### config.mk
export PLATFORM = sky130hd
export DESIGN_NAME = hex_display_scanner
export DESIGN_NICKNAME = d
export VERILOG_FILES = /design/src/rtl/hex_display_scanner.sv
export SDC_FILE = /design/constraint.sdc
export NUM_CORES = 1
export LEC_CHECK = 0
export CAP_MARGIN = 20
export CORE_UTILIZATION = 48
export DETAILED_ROUTE_END_ITERATION = 8
export PLACE_DENSITY = 0.75
export SYNTH_ARGS = -nofsm -noshare
export SYNTH_HDL_FRONTEND = slang
export SYNTH_SLANG_ARGS = --single-unit
### constraint.sdc
create_clock -name Clock -period 2.14 [get_ports Clock]
set_input_delay 0.428 -clock Clock [delete_from_list [all_inputs] [get_ports Clock]]
set_output_delay 0.428 -clock Clock [all_outputs]
set_load 0.03 [all_outputs]
### src/rtl/hex_display_scanner.sv
// Four-digit multiplexed seven-segment driver for the 16-bit ALU result bus.
// Captures a word on Load, then scans the digits with dead time, leading-zero blanking and a status decimal point.
module hex_display_scanner #(
    parameter int REFRESH_COUNT = 50000,
    parameter int DEAD_CYCLES   = 2,
    parameter bit BLANK_LEADING = 1'b1,
    parameter bit ACTIVE_LOW    = 1'b1
) (
    input  logic        Clock,
    input  logic        Reset,
    input  logic [15:0] Value,
    input  logic        Flag,
    input  logic        Load,
    input  logic        Enable,
    output logic [3:0]  Anodes,
    output logic [6:0]  Segments,
    output logic        DecimalPoint,
    output logic        DigitTick
);

    localparam int CountWidth = (REFRESH_COUNT > 2) ? $clog2(REFRESH_COUNT) : 1;
    localparam logic [CountWidth-1:0] LastCount = CountWidth'(REFRESH_COUNT - 1);
    localparam logic [CountWidth-1:0] DeadLimit = CountWidth'(DEAD_CYCLES);

    // XOR masks that turn the active-high internal form into board polarity.
    localparam logic [3:0] AnodeMask   = {4{ACTIVE_LOW}};
    localparam logic [6:0] SegmentMask = {7{ACTIVE_LOW}};
    localparam logic       PointMask   = ACTIVE_LOW;

    logic [15:0]           heldValue;
    logic                  heldFlag;
    logic [CountWidth-1:0] count;
    logic [1:0]            digitIdx;

    logic [3:0] nibble;
    logic [3:0] zeroFrom;
    logic       digitBlanked;
    logic       inDead;
    logic [3:0] nextAnodes;
    logic [6:0] nextSegments;
    logic       nextPoint;

    function automatic logic [6:0] hexToSegments(input logic [3:0] hex);
        logic [6:0] seg;
        case (hex)
            4'h0: seg = 7'b0111111;
            4'h1: seg = 7'b0000110;
            4'h2: seg = 7'b1011011;
            4'h3: seg = 7'b1001111;
            4'h4: seg = 7'b1100110;
            4'h5: seg = 7'b1101101;
            4'h6: seg = 7'b1111101;
            4'h7: seg = 7'b0000111;
            4'h8: seg = 7'b1111111;
            4'h9: seg = 7'b1101111;
            4'hA: seg = 7'b1110111;
            4'hB: seg = 7'b1111100;
            4'hC: seg = 7'b0111001;
            4'hD: seg = 7'b1011110;
            4'hE: seg = 7'b1111001;
            default: seg = 7'b1110001;
        endcase
        return seg;
    endfunction

    // zeroFrom[i]: nibbles i..3 are all zero; digit 0 is never blanked.
    assign zeroFrom[3] = (heldValue[15:12] == 4'h0);
    assign zeroFrom[2] = zeroFrom[3] && (heldValue[11:8] == 4'h0);
    assign zeroFrom[1] = zeroFrom[2] && (heldValue[7:4] == 4'h0);
    assign zeroFrom[0] = 1'b0;

    assign digitBlanked = BLANK_LEADING && zeroFrom[digitIdx];
    assign inDead       = (count < DeadLimit);

    always_comb begin
        case (digitIdx)
            2'd0:    nibble = heldValue[3:0];
            2'd1:    nibble = heldValue[7:4];
            2'd2:    nibble = heldValue[11:8];
            default: nibble = heldValue[15:12];
        endcase
    end

    always_comb begin
        // NOTE: every output of this block is given a default first, so no path leaves a latch behind.
        nextAnodes   = 4'b0000;
        nextSegments = 7'b0000000;
        nextPoint    = 1'b0;
        if (Enable && !inDead && !digitBlanked) begin
            nextAnodes   = 4'b0001 << digitIdx;
            nextSegments = hexToSegments(nibble);
            nextPoint    = heldFlag && (digitIdx == 2'd0);
        end
    end

    always_ff @(posedge Clock) begin
        if (Reset) begin
            heldValue    <= 16'h0000;
            heldFlag     <= 1'b0;
            count        <= '0;
            digitIdx     <= 2'd0;
            DigitTick    <= 1'b0;
            Anodes       <= AnodeMask;
            Segments     <= SegmentMask;
            DecimalPoint <= PointMask;
        end else begin
            // NOTE: non-blocking assignments here so every register samples the pre-edge state.
            if (Load) begin
                heldValue <= Value;
                heldFlag  <= Flag;
            end
            DigitTick <= 1'b0;
            if (Enable) begin
                if (count == LastCount) begin
                    count     <= '0;
                    digitIdx  <= digitIdx + 2'd1;
                    DigitTick <= 1'b1;
                end else begin
                    count <= count + CountWidth'(1);
                end
            end
            Anodes       <= nextAnodes ^ AnodeMask;
            Segments     <= nextSegments ^ SegmentMask;
            DecimalPoint <= nextPoint ^ PointMask;
        end
    end

endmodule

-- Word-level counts from Yosys, hierarchy flattened
Memory sizes are Yosys's and may differ from the RTL's.
Cells that the tools add are included.
- word-level logic and storage cells: 42
- input port bits: 21
- memories: 1
- output and inout bits: 13
- register bits: 48
- ROM bits: 112
- reductions and logical operators: 13
- $lt $le $gt $ge: 2
- shift operators: 1
- multiplexer cells: 8
- bitwise gates (word level): 4
- equality and inequality tests: 3
- $add $sub $neg: 2
- memories (memory ; depth ; bits a word ; read ports ; clocked after Yosys merged registers in ; wr ports ; line ; source):
    (no name shown) ; 16 ; 7 ; 1 ; 0 ; 0 ; 45 ; case (hex)
- operators with widths (operator ; count):
    16-bit by 1-bit adder with 16-bit output (second input constant) ; 1
    16-bit equality test (second input constant) ; 1
    16-bit by 2-bit less-than comparator with 1-bit output (second input constant) ; 1
    16-bit two-way mux ; 1
    4-bit logical NOT ; 3
    4-bit one-hot mux with 3 select lines ; 1
    7-bit two-way mux ; 1
    7-bit inverter ; 1
    1-bit logical AND ; 5
    4-bit two-way mux ; 1
    4-bit inverter ; 1
    1-bit by 2-bit << shifter with 4-bit output (first input constant) ; 1
    2-bit by 3-bit less-than comparator with 1-bit output (second input constant) ; 1
    1-bit two-way mux ; 3
    2-bit by 1-bit adder with 2-bit output (second input constant) ; 1
    1-bit binary-select mux with 2-bit select ; 1
    2-bit by 1-bit equality test with 1-bit output (second input constant) ; 1
    2-bit equality test (second input constant) ; 1
    1-bit logical NOT ; 2
    2-bit logical NOT ; 1
    1-bit inverter ; 2
    2-bit AND reduction ; 1
    2-bit OR reduction ; 1

-- Logic depth before layout (Yosys ltp)
Gate-level depths: netlist of run 1.
- depth after elaboration: 9
- depth in mapped cells: 10
- gate-level depth less buffers: 10

-- Worst setup path after synthesis of run 1
No wires, ideal clock.
- path type: reg-to-reg
- start point: reg digitIdx[0]
- end point: reg Segments[3]
- required time: 2.003 ns
- setup slack: 0.005 ns
- cell stages (with the launch flop): 9
- setup time: 0.137 ns
- path buffers: 1
- arrival: 1.998 ns
- clock period less this slack: 2.135 ns
- path through: dfxtp_1 ha_1 clkbuf_1 mux2i_1 inv_1 ha_1 a21o_1 a21oi_1 o21ai_0
- longest elaborated chain between the ends: 6
- elaborated cells on any way between the ends: 11
- those cells by class: 2 x eq/ne; 4 x mux; 1 x bitwise; 3 x reduce/logical; 1 x memory
- ends and longest elaborated chain (item ; line ; source):
    from (decl) ; 33 ; logic [1:0] digitIdx;
    from (signal assigned) ; 116 ; digitIdx <= digitIdx + 2'd1;
    branches (longest 4 deep; another with memory read 16 x 7 bit) ; -- ;
    7-bit two-way mux * ; 89 ; if (Enable && !inDead && !digitBlanked) begin
    7-bit inverter (no line) * ; -- ;
    to (signal assigned) ; 104 ; Segments <= SegmentMask;
    to (signal assigned) ; 123 ; Segments <= nextSegments ^ SegmentMask;
    to (decl) ; 16 ; output logic [6:0] Segments,
Every way passes the cells marked *. The select of a mux whose other input is x is not followed.
A chain may end at the register's enable or synchronous reset.

-- Worst setup path after layout of run 1
- start point: reg digitIdx[0]
- end point: reg Segments[6]
The elaborated chain is that of the path after synthesis.

==> flow_summary.toml, run 1 <==
[clocking]
clock_latency_ns = 0.29
cts-root-buf = "clkbuf_8"
numCtsBuffers = 5
cts.sinks = 48
cts_tree = "built"
clkTransAtPathRegs_ns = 0.08
ctsHtreeMaxLevel = 2
cts.path.max_buffers = 2

[timing]
final_max_slew_viol_count = 0
min_period_ns = 2.07
setup-violations-final = 0
whs_ns = 0.405
hold_viol_final = 0
maxSlewHeadroom_pct = 63.0
skew_ns = 0.00681
fmax_ghz = 0.483
worst_pin_slew_ns = 0.545
finalCritPeriodShare_pct = 96.8

[layout]
syn_to_final_growth_pct = 25.9
stdcell_count = 329
num-nets-final = 309
fillers = 392
diodes = 0
drive_above_1_share_pct = 13.0

[logic_synthesis]
synth_top_area_share_pct = 43.7
synthTopCellsByArea = "dfxtp_1, mux2i_1, ha_1"
syn_area_um2 = 2200
yosysMostFrequentCell = "dfxtp_1"
ys_types = 36
synth_edf_count = 0
ys_async_sr_fraction_pct = 0
yosys.area.top_type = "dfxtp_1"
syn_inst = 232
ys_ff_latch = 48
yosys_most_used_dff = "dfxtp_1"
seq_area_frac_synth_pct = 43.7
avgSynthCellArea_um2 = 9.49
synth_commonest_cells = "dfxtp_1, nor2_1, mux2i_1"
syn_nets = 265
ys_warn_count = 0

[global_route]
grt.total_usage_pct = 18.2
grt_pass1_wl_um = 7170
grt_pass1_vias = 1647
antenna_found_initial = 0
grt_max_degree = 18
grt-ovfl-total = 0

[power_and_ir_drop]
ir_drop_mv = 0.327
p_leak_nw = 1.12
p_per_area_nw_per_um2 = 607

[setup_path]
rrSetupSlack_ns = 0.07
critPathMaxFanout = 8
endpoint_kind = "flip-flop"
crit_type = "flip-flop to flip-flop"
r2r_start = "digitIdx[0]$_SDFFE_PP0P_"
reg2regPathDepth = 7
required_ns = 2.29
r2r-end = "Segments[6]$_SDFF_PP1_"
cp-start-kind = "flip-flop"
cp_data_arrival_time_ns = 2.22

[min_path]
hold_path.startpoint = "heldFlag$_SDFFE_PP0P_"
hold_depth = 1
whs_endpoint = "DecimalPoint$_SDFF_PP1_"
hold_class = "flip-flop to flip-flop"

[status]
status = "finished, final reports clean"

[die]
die_x_um = 69.7
fp-row-count = 24
dieArea_um2 = 4860
core_um2 = 4380
initial_core_util_pct = 50.2
die_h_um = 69.7
io_pins = 34

[place]
dp_cells = 319
io_buffers = 33
dp_hpwl_um = 3100
gp_congestion = 0.856

[drt]
vias_per_cell = 5.32
dr.pass1.iters = 4
vias = 1751
routed_wirelength_um = 4240
drtIter0Drc = 155
drc = 0
ant_nets = 0
wire_per_inst_um = 12.9

[run]
drv_cap = 0
-- logic make-up (layout without fill, tap and decap cells) --
kind of cell	count (synthesis)	count (layout)	synth area share (%)
buffers and inverters	22	67	4.66
and+or+nand+nor	87	87	19.8
xor gates and xnor gates	16	16	6.37
muxes	26	26	11.9
AOI/OAI and AO/OA	21	21	6.71
DFF	48	48	43.7
adders and majority gates	12	12	6.82
-- power by group --
group	internal (mW)	leakage, nW	total (mW)	switching [mW]
Sequential	0.920	0.392	0.938	0.0185
Clock	0.258	0.0510	0.543	0.285
Combinational	0.105	0.678	0.200	0.0943
Total	1.28	1.12	1.68	0.398
-- sequential cells by signal, summed over array words and instances, names as in the netlist --
name	count
Segments	7
digitIdx	2
heldFlag	1
DigitTick	1
Anodes	4
count	16
heldValue	16
DecimalPoint	1
-- through the flow --
step                      setup slack [ns]  power (mW)  instance area, um2  utilization (%)  setup TNS (ns)
after floorplan                    0.00466        1.07                2200                -               0
final                               0.0680        1.68                2770             63.2               0
after detailed placement           0.00880        1.15                2630             60.0               0
after global routing               -0.0635        1.76                2770             63.2          -0.126
after global placement               0.101        1.15                2630             60.0               0
after CTS                          0.00168        1.69                2740             62.4               0
-- placed cells by master, fill, tap and decap left out, types with 3 or more instances in the layout --
| cell | n |
|---|---|
| nand4_1 | 8 |
| inv_1 | 9 |
| and2_1 | 3 |
| clkbuf_8 | 6 |
| nand3_1 | 7 |
| nor4_1 | 3 |
| buf_4 | 15 |
| o21ai_0 | 4 |
| dfxtp_1 | 47 |
| ha_1 | 9 |
| nor2_1 | 39 |
| clkdlybuf4s50_1 | 33 |
| o211ai_1 | 3 |
| a222oi_1 | 4 |
| a21oi_1 | 5 |
| nand2_1 | 11 |
| xor2_1 | 8 |
| mux2i_1 | 22 |
| and3_1 | 3 |
| xnor2_1 | 8 |
-- routing by layer --
metal / GRT usage, % / vias to the layer above / part of all wire (%)
met5: 0 / - / 0
met4: 5.11 / 0 / 0.35
met3: 4.51 / 2 / 5.3
met2: 29.6 / 52 / 46
met1: 24.1 / 813 / 48
li1: - / 884 / -
-- timing repair --
item | in CTS | in global routing
gates resized for setup | 1 | 8
buffers inserted | 1 | 1
cloned | 0 | 0
pin swaps | 1 | 2
hold buffers | 0 | 0
endpoints found under the setup margin | 1 | 6
-- worst max-delay path, stage by stage, from the launching register on --
cell	delay [ns]
dfxtp_2	0.36
inv_1	0.07
ha_2	0.21
buf_4	0.14
a222oi_1	0.47
mux2_2	0.36
mux2i_1	0.21
o211ai_1	0.10
-- cell type report --
cell class,count,area (um2),area share [%]
repair buffers,48,443,16.0
flip-flops and latches,48,962,34.7
inverters,11,41.3,1.49
clock buffers,6,82.6,2.98
multi-input cells,162,1170,42.1
well taps,52,65.1,2.35
clock inverters,2,10.0,0.361
-- worst max path at each step --
stage	start	end	slack (ns)	cells after the start
finish	digitIdx[0]$_SDFFE_PP0P_	Segments[6]$_SDFF_PP1_	0.07	7
global route	digitIdx[0]$_SDFFE_PP0P_	Segments[3]$_SDFF_PP1_	-0.06	8
CTS	digitIdx[0]$_SDFFE_PP0P_	Segments[3]$_SDFF_PP1_	0.002	9
detailed placement	digitIdx[0]$_SDFFE_PP0P_	Segments[3]$_SDFF_PP1_	0.009	9
global placement	digitIdx[0]$_SDFFE_PP0P_	Segments[6]$_SDFF_PP1_	0.10	7
floorplan	digitIdx[0]$_SDFFE_PP0P_	Segments[3]$_SDFF_PP1_	0.005	8
Note: power is estimated with default switching activity, not from simulation.
==> inputs of run 2 (changes only) <==
CELL_PAD_IN_SITES_DETAIL_PLACEMENT = 0   (was not set)
CELL_PAD_IN_SITES_GLOBAL_PLACEMENT = 2   (was not set)
CORE_MARGIN = 1   (was not set)
CORE_UTILIZATION = 30   (was 48)
GPL_TIMING_DRIVEN = 1   (was not set)
PLACE_DENSITY = not set   (was 0.75)
PLACE_DENSITY_LB_ADDON = 0.1   (was not set)
==> flow_summary.toml, run 2 (synthesis gave the netlist of run 1 again) <==
[die]
dieArea_um2 = 7680
fp-row-count = 30
die_x_um = 87.7
core_um2 = 6940
initial_core_util_pct = 31.7
die_h_um = 87.7
io_pins = 34

[setup_path]
endpoint_kind = "flip-flop"
reg2regPathDepth = 8
r2r_start = "digitIdx[1]$_SDFFE_PP0P_"
cpMaxStageDelayCell = "dfxtp_2"
cpPeakStageDelay_ns = 0.37
rrSetupSlack_ns = 0.11
cp-start-kind = "flip-flop"
critPathMaxFanout = 4
cp_data_arrival_time_ns = 2.22
crit_type = "flip-flop to flip-flop"
required_ns = 2.33
r2r-end = "Segments[0]$_SDFF_PP1_"
path_cells = "buf_4, ha_1, mux2i_1, inv_1, buf_4, ha_1, o22ai_1, o21ai_0"

[min_path]
hold_class = "flip-flop to flip-flop"
hold_depth = 1
hold_path.startpoint = "heldFlag$_SDFFE_PP0P_"
whs_endpoint = "DecimalPoint$_SDFF_PP1_"

[drt]
drtIter0Drc = 90
dr.pass1.iters = 5
vias_per_cell = 4.57
wire_per_inst_um = 12.6
ant_nets = 0
vias = 1723
drc = 0
routed_wirelength_um = 4760

[layout]
num-nets-final = 313
multi_input_area_um2 = 1180
fillers = 699
syn_to_final_growth_pct = 32.0
final_common_cell = "dfxtp_1"
drive_above_1_share_pct = 14.2
regArea_um2 = 966
final_area_um2 = 2900
largestRegisters = "count (16), heldValue (16), Segments (7)"
final_cell_mix = "dfxtp_1, nor2_1, clkdlybuf4s50_1, mux2i_1, buf_4"
diodes = 0
stdcell_count = 377

[timing]
min_period_ns = 2.03
setup_tns_ns = 0
skew_ns = 0.00562
final_max_slew_viol_count = 0
setup-violations-final = 0
maxSlewHeadroom_pct = 60.3
rsz0062_at_grt = "yes"
fin_ws_ns = 0.111
hold_viol_final = 0
whs_ns = 0.396
fmax_ghz = 0.493
worst_pin_slew_ns = 0.578
finalCritPeriodShare_pct = 94.8

[clocking]
clock_latency_ns = 0.30
cts.sinks = 48
clkTransAtPathRegs_ns = 0.09
hold_buffers = 0
ctsHtreeMaxLevel = 2
cts.path.max_buffers = 2
cts_tree = "built"
numCtsBuffers = 5
cts-root-buf = "clkbuf_8"

[place]
dp_cells = 368
post_dp_cell_area_um2 = 2740
gp_congestion = 0.791
pre_cts_ws_ns = 0.0160
dp_hpwl_um = 3580
io_buffers = 33

[global_route]
antenna_found_initial = 0
grt_pass1_vias = 1613
grt-ovfl-total = 0
grt_pass1_wl_um = 7870
grt_max_degree = 18
grt.total_usage_pct = 13.3

[power_and_ir_drop]
p_leak_nw = 1.15
ir_drop_mv = 0.284
p_per_area_nw_per_um2 = 617

[status]
status = "finished, final reports clean"

[run]
drv_cap = 0
[run 2: cell count changes in the layout (fill, tap and decap cells not counted), sizes merged]
| cell | before | now |
|---|---|---|
| buf | 15 | 19 |
| bufinv | 0 | 1 |
| clkinv | 2 | 1 |
[run 2: cell type report]
cell class	count	area share, %
multi-input cells	162	40.8
inverters	11	1.42
clock buffers	6	2.50
well taps	96	4.14
clock inverters	2	1.21
repair buffers	52	16.7
flip-flops and latches	48	33.3
[run 2: worst max-delay path by stage]
stage	from	to	slack [ns]	depth (start not counted)
2_1_floorplan	digitIdx[0]$_SDFFE_PP0P_	Segments[3]$_SDFF_PP1_	0.005	8
3_5_place_dp	digitIdx[0]$_SDFFE_PP0P_	Segments[3]$_SDFF_PP1_	0.02	9
6_report	digitIdx[1]$_SDFFE_PP0P_	Segments[0]$_SDFF_PP1_	0.11	8
5_1_grt	digitIdx[1]$_SDFFE_PP0P_	Segments[0]$_SDFF_PP1_	-0.07	8
3_3_place_gp	digitIdx[0]$_SDFFE_PP0P_	Segments[3]$_SDFF_PP1_	0.06	9
4_1_cts	digitIdx[1]$_SDFFE_PP0P_	Segments[3]$_SDFF_PP1_	0.02	9
[run 2: per-layer routing]
layer | share of wire (%) | vias up | global-route usage [%]
met5 | 0 | - | 0
li1 | - | 901 | -
met2 | 43 | 37 | 20.0
met4 | 0.99 | 0 | 4.47
met3 | 3.7 | 7 | 3.39
met1 | 52 | 778 | 18.5
[run 2: worst max-delay path: cells and delay by family (launching register included)]
kind,cells,cell delay [ns]
flops,1,0.37
buf+inv,3,0.45
fa+ha+maj,2,0.45
compound gates,2,0.27
mux,1,0.37
[run 2: power by group]
part / internal, mW / switching, mW
clock network: 0.347 / 0.303
logic: 0.108 / 0.0948
registers: 0.919 / 0.0207
[run 2: metrics by stage]
step | total power, mW | utilization, %
after floorplan | 1.07 | -
after global placement | 1.16 | 39.4
after detailed placement | 1.16 | 39.4
after CTS | 1.82 | 41.0
after global routing | 1.87 | 41.8
final | 1.79 | 41.8
[run 2: what timing repair did]
action                     4_1_cts  5_1_grt
hold endpoints to repair         0        0
pin swaps                        0        3
buffers inserted                 0        1
setup endpoints to repair        1        6
gates resized for setup          1       12
==> inputs of run 3 (changes only) <==
CORE_MARGIN = not set   (was 1)
==> results of run 3 <==
Same layout as run 2: the final DEF is identical, and so are final timing and power.
